**config.mk**
```make
export PLATFORM = sky130hd
export DESIGN_NAME = pulse_gap_meter
export DESIGN_NICKNAME = d
export VERILOG_FILES = /design/src/rtl/pulse_gap_meter_pkg.sv /design/src/rtl/pulse_gap_meter_run_counter.sv /design/src/rtl/pulse_gap_meter.sv
export SDC_FILE = /design/constraint.sdc
export NUM_CORES = 1
export LEC_CHECK = 0
export CAP_MARGIN = 20
export CORE_ASPECT_RATIO = 1.1
export CORE_MARGIN = 1.5
export CORE_UTILIZATION = 35
export DETAILED_ROUTE_END_ITERATION = 8
export SKIP_CTS_REPAIR_TIMING = 1
export SYNTH_ARGS = -nofsm -noshare
export SYNTH_HDL_FRONTEND = slang
export SYNTH_HIERARCHICAL = 1
export SYNTH_SLANG_ARGS = --single-unit
```
**constraint.sdc**
```tcl
create_clock -name clk -period 1.3 [get_ports clk]
set_input_delay 0.26 -clock clk [delete_from_list [all_inputs] [get_ports clk]]
set_output_delay 0.26 -clock clk [all_outputs]
set_load 0.01 [all_outputs]
```
**src/rtl/pulse_gap_meter_pkg.sv**
```systemverilog
// Shared definitions for the pulse/gap meter: FSM state encoding and the
// default run-counter width (also intended for the upstream pattern generator).
package pulse_gap_meter_pkg;

  localparam int DEFAULT_CW = 8;

  typedef enum logic [1:0] {
    SYNC = 2'd0,
    ARM  = 2'd1,
    HIGH = 2'd2,
    LOW  = 2'd3
  } meter_state_e;

endpackage

```
**src/rtl/pulse_gap_meter_run_counter.sv**
```systemverilog
// Saturating run-length counter: start loads 1, inc adds 1 until all-ones.
module run_counter
  import pulse_gap_meter_pkg::*;
#(
  parameter int CW = DEFAULT_CW
) (
  input  logic          clk,
  input  logic          reset,
  input  logic          start,
  input  logic          inc,
  output logic [CW-1:0] count,
  output logic          at_max
);

  localparam logic [CW-1:0] MAX_COUNT = '1;

  logic [CW-1:0] count_q;
  logic [CW-1:0] count_d;

  // start has priority so a new run always begins at 1, never wraps on overflow
  always_comb begin
    count_d = count_q;
    if (start) begin
      count_d = CW'(1);
    end else if (inc && (count_q != MAX_COUNT)) begin
      count_d = count_q + CW'(1);
    end
  end

  always_ff @(posedge clk) begin
    if (reset) begin
      count_q <= '0;
    end else begin
      count_q <= count_d;
    end
  end

  assign count  = count_q;
  assign at_max = (count_q == MAX_COUNT);

endmodule

```
**src/rtl/pulse_gap_meter.sv**
```systemverilog
// Measures high-run (pulse) and low-run (gap) lengths of a serial PWM waveform
// and reports each complete period with a one-cycle valid strobe.
module pulse_gap_meter
  import pulse_gap_meter_pkg::*;
#(
  parameter int CW = DEFAULT_CW
) (
  input  logic          clk,
  input  logic          reset,
  input  logic          sig,
  output logic [CW-1:0] pulse_len,
  output logic [CW-1:0] gap_len,
  output logic          valid,
  output logic          sat,
  output logic          locked
);

  meter_state_e state_q, state_d;

  logic          h_start, h_inc, h_at_max;
  logic          l_start, l_inc, l_at_max;
  logic [CW-1:0] h_count, l_count;
  logic          report;
  logic          sat_new;

  logic [CW-1:0] pulse_len_q, pulse_len_d;
  logic [CW-1:0] gap_len_q, gap_len_d;
  logic          valid_q, valid_d;
  logic          sat_q, sat_d;
  logic          locked_q, locked_d;
  logic          have_prev_q, have_prev_d;

  run_counter #(.CW(CW)) u_high_cnt (
    .clk    (clk),
    .reset  (reset),
    .start  (h_start),
    .inc    (h_inc),
    .count  (h_count),
    .at_max (h_at_max)
  );

  run_counter #(.CW(CW)) u_low_cnt (
    .clk    (clk),
    .reset  (reset),
    .start  (l_start),
    .inc    (l_inc),
    .count  (l_count),
    .at_max (l_at_max)
  );

  // SYNC discards any high run already in progress; a report only fires on the
  // rising sample that ends a low run, and that same sample starts the next pulse.
  always_comb begin
    state_d = state_q;
    h_start = 1'b0;
    h_inc   = 1'b0;
    l_start = 1'b0;
    l_inc   = 1'b0;
    report  = 1'b0;
    unique case (state_q)
      SYNC: begin
        if (!sig) state_d = ARM;
      end
      ARM: begin
        if (sig) begin
          state_d = HIGH;
          h_start = 1'b1;
        end
      end
      HIGH: begin
        if (sig) begin
          h_inc = 1'b1;
        end else begin
          state_d = LOW;
          l_start = 1'b1;
        end
      end
      LOW: begin
        if (!sig) begin
          l_inc = 1'b1;
        end else begin
          state_d = HIGH;
          h_start = 1'b1;
          report  = 1'b1;
        end
      end
      default: state_d = SYNC;
    endcase
  end

  always_comb begin
    sat_new     = h_at_max | l_at_max;
    pulse_len_d = pulse_len_q;
    gap_len_d   = gap_len_q;
    valid_d     = 1'b0;
    sat_d       = sat_q;
    locked_d    = locked_q;
    have_prev_d = have_prev_q;
    if (report) begin
      pulse_len_d = h_count;
      gap_len_d   = l_count;
      valid_d     = 1'b1;
      sat_d       = sat_new;
      locked_d    = ~sat_new & (h_count == pulse_len_q) &
                    (l_count == gap_len_q) & have_prev_q;
      have_prev_d = 1'b1;
    end
  end

  always_ff @(posedge clk) begin
    if (reset) begin
      state_q     <= SYNC;
      pulse_len_q <= '0;
      gap_len_q   <= '0;
      valid_q     <= 1'b0;
      sat_q       <= 1'b0;
      locked_q    <= 1'b0;
      have_prev_q <= 1'b0;
    end else begin
      state_q     <= state_d;
      pulse_len_q <= pulse_len_d;
      gap_len_q   <= gap_len_d;
      valid_q     <= valid_d;
      sat_q       <= sat_d;
      locked_q    <= locked_d;
      have_prev_q <= have_prev_d;
    end
  end

  assign pulse_len = pulse_len_q;
  assign gap_len   = gap_len_q;
  assign valid     = valid_q;
  assign sat       = sat_q;
  assign locked    = locked_q;

endmodule

```
* Yosys cells after proc, flatten, opt, wreduce, memory -nomap -nowiden *
Index checks and enable logic that the tools add are counted.

storage, ports and cells
  bits of input ports = 3
  logic and storage cells = 55
  output and inout port bits = 19
  flip-flop bits (word level) = 38

cells by class
  bitwise operators = 5
  $add $sub $neg = 2
  reductions and logical operators = 9
  eq/ne operators = 12
  muxes and demuxes = 16

operators with widths
  cell                                           count
  adder 8 x 1 -> 8 bit, second input constant    2
  == test 8 bit                                  2
  == test 8 bit, second input constant           2
  != test 8 bit, second input constant           2
  two-way mux 1 bit                              12
  two-way mux 2 bit                              3
  case mux 2 bit (3 select lines)                1
  OR reduction 2 bit                             3
  == test 2 bit, second input constant           2
  != test 2 bit, second input constant           2
  nonzero test 2 bit                             2
  bitwise AND 1 bit                              3
  AND reduction 3 bit                            1
  == test 2 x 1 -> 1 bit, second input constant  1
  logical AND 1 bit                              2
  zero test 2 bit                                1
  != test 2 x 1 -> 1 bit, second input constant  1
  NOT 1 bit                                      1
  OR 1 bit                                       1

* Longest topological paths before layout *
Gate-level depths: netlist of run 1.

  depth in word-level cells = 6
  mapped depth = 7

* Modules after synthesis *
Netlist of run 1, hierarchy kept.

modules (own cells, without submodules)
  module           sequential area each (um^2)  times used  cells each  area an instance (um^2)
  pulse_gap_meter  440.4                        1           119         980.9
  run_counter      160.2                        2           50          406.6

* Worst setup path after synthesis of run 1 *
Ideal clock, no wire load.

  path kind = flip-flop to flip-flop
  start = reg state_q[0]
  end = reg u_low_cnt.count_q[5], in the netlist u_low_cnt/count[5]
  cell stages (with the launch flop) = 7
  arrival = 1.307 ns
  path buffers = 2
  setup time = 0.116 ns
  setup slack = -0.124 ns
  cells stage by stage = dfxtp_1 -> buf_4 -> nor3b_1 -> or2_2 -> clkbuf_1 -> nor2_1 -> a41o_1

on the way
  word-level cells in the longest chain between the ends = 3
  elaborated cells on any way between the ends = 6
  classes of those cells = eq/ne: 2; mux: 2; reduce/logical: 2

ends and longest elaborated chain
  item                          line                               text
  start: declaration            pulse_gap_meter.sv:18              meter_state_e state_q, state_d;
  start signal: assignment      pulse_gap_meter.sv:120             state_q <= state_d;
  == test 2 bit                 pulse_gap_meter.sv:60              unique case (state_q)
  two-way mux 1 bit             pulse_gap_meter.sv:60
  via l_start                   pulse_gap_meter.sv:21              logic l_start, l_inc, l_at_max;
  OR reduction 2 bit (no line)  n/a
  end signal: assignment        pulse_gap_meter_run_counter.sv:34  count_q <= count_d;
  end: declaration              pulse_gap_meter_run_counter.sv:17  logic [CW-1:0] count_q;

The timed path passes the listed nets, and every way through them passes these cells.
A chain may end at the register's enable or synchronous reset.

* Final worst setup path of run 1 *
  start = reg u_low_cnt.count_q[0], in the netlist u_low_cnt/count[0]
  end = reg u_low_cnt.count_q[5], in the netlist u_low_cnt/count[5]

on the way
  word-level cells in the longest chain between the ends = 2
  elaborated cells on any way between the ends = 3
  classes of those cells = add/sub: 1; eq/ne: 1; reduce/logical: 1

ends and longest elaborated chain
  item
  branches (longest 2 deep; another with adder 8 x 1 -> 8 bit)

Several ways; the timed one is not identified.

==> run_results.csv, run 1 <==
group,metric,value,unit
status,status,"finished with violations",
status,violations,"setup timing",
synth,seq_area_frac_synth,0.424,
synth,synth_compound_area_frac,0.142,
drt,drt_first_pass_iters,4,
timing,drv_slew,0,
critical_path,endpoint_kind,"flop",
timing,finalSetupViolCount,1,
grt,grt_pass1_wl,7180,um
flow_run,maxCapViolCount,0,
timing,max_freq,0.769,GHz
critical_path,cp.depth,5,
synth,synth-xor-area-share,0.0927,
floorplan,die_h,78.1,um
floorplan,core_area,0.00497,sq mm
drt,drt_iter0_drc,74,
critical_path,crit_path_start_kind,"flop",
synth,synth_area_leaders,"dfxtp_1, xor2_1, nand2_1",
synth,yosys_warnings,6,
timing,finalCriticalPeriod,1.30,ns
cts,clockBufferDepth,2,
cts,insertion_delay,0.29,ns
critical_path,r2r-start,"u_low_cnt/count[0]$_SDFFE_PP0P_",
synth,synth_mux_area_frac,0.0112,
synth,synth-adder-area-share,0.0209,
critical_path,cp.arrival,1.49,ns
synth,avgSynthCellArea,8.19,sq um
critical_path,cp_max_fo,4,
drt,detail_route.wl_per_cell,13.4,um
synth,synth.most_common_cell,"nand2_1",
critical_path,crit_required,1.49,ns
synth,async_flop_share,0,
cts,cts_root_buffer,"clkbuf_8",
synth,synth_top_family_by_area,"simple AND/OR/NAND/NOR gates",
layout,area_delta_synth_final,48.5,%
critical_path,cp-endpoint,"u_low_cnt/count[5]$_SDFFE_PP0P_",
layout,fin_nets,287,
timing,fin_ws,-0.0000631,ns
critical_path,r2r_end,"u_low_cnt/count[5]$_SDFFE_PP0P_",
timing,hold_viol,0,
grt,grt.overflow.total,0,
placed_design,place_congestion,0.822,
timing,max-slew-margin-rel,0.818,
synth,synth.distinct_cells,31,
cts,clock-sinks,38,
critical_path,r2r_slack,-0.00006,ns
placed_design,io_buffers,21,
critical_path,slowest_delay,0.35,ns
grt,grt_max_degree,19,
synth,yosys.area_share.simple,0.260,
critical_path,crit_slowest_cell,"dfxtp_2",
drt,vias,1680,
critical_path,path_cells,"ha_4, nand3_4, or2_4, buf_4, a41o_1",
power,p_leak,1.46,nW
grt,grt_usage,0.161,
timing,timing.final.crit_share,1.00,
floorplan,die-area,0.00557,sq mm
floorplan,ioPinCount,22,
worst_hold_path,hp-start,"have_prev_q$_SDFFE_PP0P_",
cts,cts_buffers,5,
grt,antenna_found_initial,0,
layout,drive_above_1_share,0.326,
critical_path,cpLargestDelayFamily,"simple AND/OR/NAND/NOR gates",
synth,synth_area,0.00179,sq mm
layout,antennaDiodeCount,0,
power,cellPowerDensity,979,mW/mm^2
cts,clk_transition_reported_paths,0.08,ns
critical_path,crit_start,"u_low_cnt/count[0]$_SDFFE_PP0P_",
synth,netlist.area_leader.share,0.424,
drt,vias_per_cell,4.94,
timing,fin_skew,0.00670,ns
drt,route.detailed.drc,0,
grt,first_global_vias,1583,
placed_design,dp_hpwl,3140,um
cts,cts_tree,"done",
floorplan,start_util,0.361,
critical_path,cp.buffers_inverters,1,
synth,synth_common_cells,"nand2_1, dfxtp_1, a21oi_1",
cts,htreeDepth,2,
synth,synth_seq_cells,38,
timing,hold_ws,0.466,ns
timing,worstMarginPinSlew,0.273,ns
synth,synth-edff-count,0,
synth,syn_inst,219,
synth,yosysTopAreaCell,"dfxtp_1",
placed_design,place_ws,-0.496,ns
synth,syn-num-nets,225,
drt,antenna_left,0,
drt,routed_wirelength,4570,um
power,ir_worst_vdd,0.512,mV
floorplan,dieWidth,71.3,um
floorplan,rows,27,
critical_path,crit_type,"reg2reg",
critical_path,r2r_cells,5,
timing,rsz0062_at_grt,"true",
worst_hold_path,hp-class,"reg2reg",
synth,synth_ff_type,"dfxtp_1",
-- cells by family (layout without fill, tap and decap cells) --
logic type      count (synthesis)  in the layout
compound gates                 44             44
flops                          38             38
simple gates                   96             96
mux                             2              2
fa+ha+maj                       3              3
xor+xnor                       19             19
buf+inv                        17             80
-- layer usage --
| metal | track usage | vias up | share of wire |
|---|---|---|---|
| met3 | 0.0359 | 6 | 0.027 |
| met4 | 0.0434 | 0 | 0.0077 |
| met2 | 0.257 | 20 | 0.49 |
| met1 | 0.218 | 776 | 0.47 |
| li1 | - | 878 | - |
| met5 | 0 | - | 0 |
-- how the worst min path moves through the flow --
stage / slack (ns) / cells after the start / end
global placement: 0.44 / 2 / have_prev_q$_SDFFE_PP0P_
global route: 0.50 / 2 / pulse_len[5]$_SDFFE_PP0P_
floorplan: 0.32 / 1 / u_high_cnt/count[0]$_SDFFE_PP0P_
detailed placement: 0.45 / 2 / have_prev_q$_SDFFE_PP0P_
finish: 0.47 / 2 / have_prev_q$_SDFFE_PP0P_
CTS: 0.47 / 2 / have_prev_q$_SDFFE_PP0P_
-- tightest hold or removal path: cells and delay by family (launching register included) --
kind	cells	cell delay, ns
simple gates	2	0.11
flops	1	0.32
-- final cells by class --
| cell class | instances | area [sq um] |
|---|---|---|
| clock inverters | 1 | 5.00 |
| repair buffers | 65 | 611 |
| flip-flops and latches | 38 | 778 |
| clock buffers | 7 | 86.3 |
| fillers | 472 | 2300 |
| multi-input cells | 164 | 1080 |
| inverters | 7 | 28.8 |
| well taps | 58 | 72.6 |
-- sequential cells by signal, indices dropped and copies added (netlist names) --
signal	cells
locked	1
pulse_len	8
sat	1
have_prev_q	1
state_q	2
valid	1
gap_len	8
u_low_cnt/count	8
u_high_cnt/count	8
-- report_power, final --
part	switching [mW]	total [mW]	leakage (nW)	internal (mW)
Combinational	0.253	0.494	1.10	0.241
Sequential	0.0508	1.28	0.312	1.23
Clock	0.410	0.838	0.0482	0.428
Total	0.714	2.61	1.46	1.90
-- placed cells by master (no fill, tap or decap), types with 2 or more instances in the layout --
cell type        n
dfxtp_4          2
and4_4           2
o21ai_0          2
ha_4             2
a41o_1           2
buf_4           41
nor2_1          14
inv_1            5
nor3_2           3
nand2_1         41
nand3_1          9
dfxtp_1         28
nor3_1           3
nor4_1           2
a31oi_1          6
nand3_2          5
or2_4            3
nand4_2          2
buf_6            2
a21oi_1         25
clkbuf_8         6
dfxtp_2          8
dlymetal6s2s_1  20
a211oi_1         3
a41oi_1          2
nor2_2           2
xor2_1          19
mux2i_1          2
-- stage by stage --
stage | power (mW) | instances | utilization | setup TNS, ns | instance area, sq um
after floorplan | 1.54 | 219 | - | -0.0197 | 1820
after global placement | 1.71 | 329 | 0.476 | -10.60 | 2360
after detailed placement | 1.72 | 329 | 0.476 | -11.40 | 2360
after CTS | 2.57 | 337 | 0.494 | -4.98 | 2450
after global routing | 2.75 | 340 | 0.537 | -0.164 | 2670
final | 2.61 | 340 | 0.537 | -0.0000631 | 2670
Note: power is estimated with default switching activity, not from simulation.
==> inputs of run 2 (changes only) <==
--- a/config.mk
+++ b/config.mk
@@ -10,6 +10,7 @@
 export CORE_MARGIN = 1.5
 export CORE_UTILIZATION = 35
 export DETAILED_ROUTE_END_ITERATION = 8
+export RECOVER_POWER = 50
 export SKIP_CTS_REPAIR_TIMING = 1
 export SYNTH_ARGS = -nofsm -noshare
 export SYNTH_HDL_FRONTEND = slang
==> run 2 against run 1 <==
Effect of this change: the run still ends with setup timing left; core utilization fell by 0.38 points; sequential power is essentially flat; flip-flop and latch count is the same; highest routed layer unchanged; clock power about the same; cell area decreased by 0.70%; maximum frequency decreased by 1.4%; via count about the same.
==> run_results.csv, run 2 (same netlist as run 1, synthesis figures left out) <==
group,metric,value,unit
worst_hold_path,hold_path_end,"have_prev_q$_SDFFE_PP0P_",
timing,max_freq,0.758,GHz
drt,antenna_left,0,
cts,cts_root_buffer,"clkbuf_8",
drt,routed_wirelength,4560,um
floorplan,core_area,0.00497,sq mm
critical_path,crit_type,"reg2reg",
placed_design,placed_cell_area,0.00236,sq mm
power,p_comb_frac,0.188,
critical_path,cp.buffers_inverters,1,
timing,timing.final.crit_share,1.01,
layout,fillers,474,
floorplan,start_util,0.361,
power,cellPowerDensity,983,mW/mm^2
placed_design,io_buffers,21,
critical_path,endpoint_kind,"flop",
layout,finalNonFillerCells,340,
cts,clock-sinks,38,
timing,finalSetupViolCount,3,
critical_path,cp_max_fo,3,
cts,htreeDepth,2,
power,p_leak,1.42,nW
grt,grt_max_degree,19,
placed_design,dp_cells,329,
drt,route.detailed.drc,0,
timing,rsz0062_at_grt,"true",
cts,cts_buffers,5,
layout,final_area,0.00265,sq mm
timing,hold_ws,0.472,ns
drt,vias_per_cell,4.94,
critical_path,crit_path_start_kind,"flop",
layout,seq_area,777,sq um
floorplan,ioPinCount,22,
layout,drive_above_1_share,0.323,
floorplan,die_h,78.1,um
critical_path,cpLargestDelayFamily,"flip-flops",
layout,fin_nets,287,
power,pwr-share-clk,0.321,
drt,vias,1679,
floorplan,rows,27,
status,status,"finished with violations",
power,ir_worst_vdd,0.510,mV
cts,clockBufferDepth,2,
placed_design,place_congestion,0.822,
critical_path,r2r-start,"u_high_cnt/count[1]$_SDFFE_PP0P_",
power,seqPwrFrac,0.491,
critical_path,r2r_slack,-0.02,ns
timing,hold_viol,0,
layout,fin_util,0.533,
cts,cts_tree,"done",
grt,grt.overflow.total,0,
power,intPower,1.89,mW
power,p_sw,0.711,mW
status,violations,"setup timing",
critical_path,r2r_end,"u_high_cnt/count[5]$_SDFFE_PP0P_",
floorplan,dieWidth,71.3,um
worst_hold_path,hp-class,"reg2reg",
cts,insertion_delay,0.29,ns
drt,drt_iter0_drc,83,
critical_path,cp.arrival,1.55,ns
drt,detail_route.wl_per_cell,13.4,um
worst_hold_path,hp-start,"have_prev_q$_SDFFE_PP0P_",
layout,area_delta_synth_final,47.5,%
power,swShare,0.273,
critical_path,crit_required,1.53,ns
timing,max-slew-margin-rel,0.814,
placed_design,dp_hpwl,3140,um
layout,mostFrequentLayoutCells,"nand2_1, buf_4, dfxtp_1",
timing,worstMarginPinSlew,0.279,ns
grt,first_global_vias,1583,
flow_run,maxCapViolCount,0,
critical_path,r2r_cells,6,
timing,finalCriticalPeriod,1.32,ns
layout,multi_input_area,0.00108,sq mm
timing,fin_ws,-0.0192,ns
layout,antennaDiodeCount,0,
grt,grt_usage,0.161,
worst_hold_path,min_path_cells,2,
timing,drv_slew,0,
drt,drt_first_pass_iters,4,
critical_path,slowest_delay,0.39,ns
critical_path,path_cells,"ha_4, nand3_2, or2_4, buf_6, a31oi_1, a41o_1",
critical_path,crit_slowest_cell,"dfxtp_1",
cts,clk_transition_reported_paths,0.08,ns
grt,grt_pass1_wl,7180,um
floorplan,die-area,0.00557,sq mm
timing,fin_skew,0.00501,ns
grt,antenna_found_initial,0,
[run 2: power by group through the flow]
stage | Sequential [mW] | Clock [mW] | Combinational (mW)
2_1_floorplan | 1.28 | 0 | 0.254
3_3_place_gp | 1.28 | 0 | 0.430
3_5_place_dp | 1.28 | 0 | 0.433
4_1_cts | 1.26 | 0.872 | 0.437
5_1_grt | 1.29 | 0.917 | 0.541
6_report | 1.28 | 0.835 | 0.490
[run 2: worst max-delay path by stage]
stage	startpoint	end	slack (ns)	depth (start not counted)
after global routing	state_q[0]$_SDFFE_PP0P_	u_low_cnt/count[5]$_SDFFE_PP0P_	-0.09	5
after global placement	sig	u_high_cnt/count[7]$_SDFFE_PP0P_	-0.47	7
final	u_high_cnt/count[1]$_SDFFE_PP0P_	u_high_cnt/count[5]$_SDFFE_PP0P_	-0.02	6
after CTS	gap_len[1]$_SDFFE_PP0P_	gap_len[1]	-0.21	1
after floorplan	state_q[0]$_SDFFE_PP0P_	u_low_cnt/count[5]$_SDFFE_PP0P_	-0.02	6
after detailed placement	sig	u_low_cnt/count[6]$_SDFFE_PP0P_	-0.50	6
[run 2: final cells by class]
class                           instances  share of cell area
Sequential cell                        38               0.294
Tap cell                               58              0.0274
Clock buffer                            7              0.0326
Clock inverter                          1             0.00189
Multi-Input combinational cell        164               0.409
Inverter                                7              0.0109
Timing Repair Buffer                   65               0.224
[run 2: worst min-delay path, cell delays in order (launching register included)]
cell	delay [ns]
dfxtp_1	0.33
nor2_1	0.05
nor2_1	0.07
[run 2: metrics by stage]
step | power [mW] | worst slack, ns | setup TNS, ns
3_3_place_gp | 1.71 | -0.473 | -10.60
2_1_floorplan | 1.54 | -0.0197 | -0.0197
6_report | 2.60 | -0.0192 | -0.0267
3_5_place_dp | 1.72 | -0.496 | -11.40
4_1_cts | 2.57 | -0.212 | -4.98
5_1_grt | 2.74 | -0.0892 | -0.345
[run 2: metal layers]
layer / global-route usage / up-vias / wire length, um
met3: 0.0359 / 6 / 123
met4: 0.0434 / 0 / 35
li1: - / 877 / -
met5: 0 / - / 0
met2: 0.257 / 20 / 2220
met1: 0.218 / 776 / 2180
==> inputs of run 3 (changes only) <==
--- a/config.mk
+++ b/config.mk
@@ -12,6 +12,7 @@
 export DETAILED_ROUTE_END_ITERATION = 8
 export RECOVER_POWER = 50
 export SKIP_CTS_REPAIR_TIMING = 1
+export SLEW_MARGIN = 20
 export SYNTH_ARGS = -nofsm -noshare
 export SYNTH_HDL_FRONTEND = slang
 export SYNTH_HIERARCHICAL = 1
==> constraint.sdc (replaced) <==
create_clock -name clk -period 1.6 [get_ports clk]
set_input_delay 0.32 -clock clk [delete_from_list [all_inputs] [get_ports clk]]
set_output_delay 0.32 -clock clk [all_outputs]
set_load 0.01 [all_outputs]
==> run 3 against run 2 <==
Effect of this change: the flow now finishes without violations; worst setup slack improved by 0.065 ns; non-clock buffer count fell by 8; flip-flop and latch count stayed put; cell area is 9.1% lower; largest power group unchanged.
==> run_results.csv, run 3 (same netlist as run 1, synthesis figures left out) <==
group,metric,value,unit
status,status,"finished clean",
drt,drt_iter0_drc,107,
layout,drive_above_1_share,0.208,
worst_hold_path,hp-class,"reg2reg",
layout,fin_util,0.485,
power,cellPowerDensity,849,mW/mm^2
layout,final_area,0.00241,sq mm
timing,timing.final.crit_share,0.972,
placed_design,io_buffers,21,
grt,antenna_found_initial,0,
critical_path,cp.arrival,1.23,ns
cts,clock-sinks,38,
placed_design,placed_cell_area,0.00230,sq mm
grt,grt_pass1_wl,7710,um
layout,mostFrequentLayoutCells,"nand2_1, dfxtp_1, buf_4",
critical_path,crit_type,"reg2out",
grt,use_met2,0.267,
layout,antennaDiodeCount,0,
critical_path,crit_required,1.28,ns
layout,fin_nets,279,
grt,first_global_vias,1679,
flow_run,maxCapViolCount,0,
grt,busiest_layer,"met2",
drt,antenna_left,0,
timing,fin_skew,0.00794,ns
critical_path,crit_slowest_cell,"clkdlybuf4s50_1",
cts,clk_transition_reported_paths,0.08,ns
placed_design,dp_cells,324,
drt,detail_route.wl_per_cell,13.1,um
cts,htreeDepth,2,
drt,drt_first_pass_iters,4,
floorplan,die-area,0.00557,sq mm
power,p_leak,1.06,nW
critical_path,r2r_slack,0.15,ns
cts,cts_buffers,5,
floorplan,dieWidth,71.3,um
timing,drv_slew,0,
floorplan,ioPinCount,22,
layout,finalNonFillerCells,332,
timing,finalCriticalPeriod,1.55,ns
critical_path,cp.buffers_inverters,1,
cts,cts_tree,"done",
floorplan,core_area,0.00497,sq mm
grt,grt_use_met3,0.0282,
power,p_total,2.04,mW
critical_path,path_cells,"clkdlybuf4s50_1",
drt,route.detailed.drc,0,
grt,grt_use_met1,0.237,
layout,layout_commonest_cell,"nand2_1",
grt,grt_usage,0.173,
power,ir_worst_vdd,0.445,mV
critical_path,endpoint_kind,"primary output",
cts,cts_root_buffer,"clkbuf_8",
critical_path,crit_path_start_kind,"flop",
placed_design,dp_hpwl,3130,um
placed_design,place_congestion,0.886,
floorplan,start_util,0.361,
drt,vias_per_cell,5.04,
critical_path,cp_max_fo,3,
timing,worstMarginPinSlew,0.413,ns
floorplan,rows,27,
grt,grt_max_degree,19,
timing,hold_viol,0,
drt,routed_wirelength,4340,um
timing,max_freq,0.643,GHz
drt,vias,1672,
cts,insertion_delay,0.29,ns
timing,finalSetupViolCount,0,
layout,area_delta_synth_final,34.1,%
grt,grt.overflow.total,0,
timing,max-slew-margin-rel,0.725,
critical_path,cpLargestDelayFamily,"buffers and inverters",
floorplan,die_h,78.1,um
critical_path,slowest_delay,0.56,ns
cts,clockBufferDepth,2,
## run 3: cell types whose count changed in the layout (fill, tap and decap cells not counted), moves of 4 or more
| cell | before | now |
|---|---|---|
| nand3_1 | 9 | 14 |
| nand3_2 | 5 | 1 |
| clkdlybuf4s50_1 | 1 | 20 |
| dfxtp_2 | 7 | 1 |
| buf_4 | 41 | 33 |
| dfxtp_1 | 29 | 37 |
| dlymetal6s4s_1 | 10 | 0 |
| dlymetal6s2s_1 | 8 | 0 |
## run 3: per-layer routing
metal  routed length (um)  up-vias
met1                 2140      774
met4                   96        0
li1                     -      864
met5                    0        -
met3                  134        9
met2                 1970       25
## run 3: area by class of cell
class                      count  area, sq um
fill                         492         2560
multi-input combinational    164          962
sequential                    38          762
timing repair buffer          57          488
clock buffer                   6         82.6
tap                           58         72.6
inverter                       7         26.3
clock inverter                 2         12.5
## run 3: path summary, 6_finish.rpt
check	start	endpoint	cells past startpoint
hold reg to reg	have_prev_q$_SDFFE_PP0P_	have_prev_q$_SDFFE_PP0P_	2
hold / removal	have_prev_q$_SDFFE_PP0P_	have_prev_q$_SDFFE_PP0P_	2
setup / recovery	gap_len[6]$_SDFFE_PP0P_	gap_len[6]	1
setup reg to reg	u_low_cnt/count[0]$_SDFFE_PP0P_	u_low_cnt/count[0]$_SDFFE_PP0P_	6
## run 3: power by group
group | internal (mW) | switching (mW)
Combinational | 0.150 | 0.182
Clock | 0.347 | 0.353
Sequential | 0.983 | 0.0279
Total | 1.48 | 0.563
## run 3: stage by stage
| step | hold WS [ns] | worst slack [ns] | TNS, ns |
|---|---|---|---|
| detailed placement | 0.461 | -0.268 | -3.40 |
| CTS | 0.481 | 0.0314 | 0 |
| floorplan | 0.389 | 0.176 | 0 |
| global placement | 0.449 | -0.227 | -2.45 |
| finish | 0.476 | 0.0455 | 0 |
| global route | 0.503 | -0.00421 | -0.00421 |
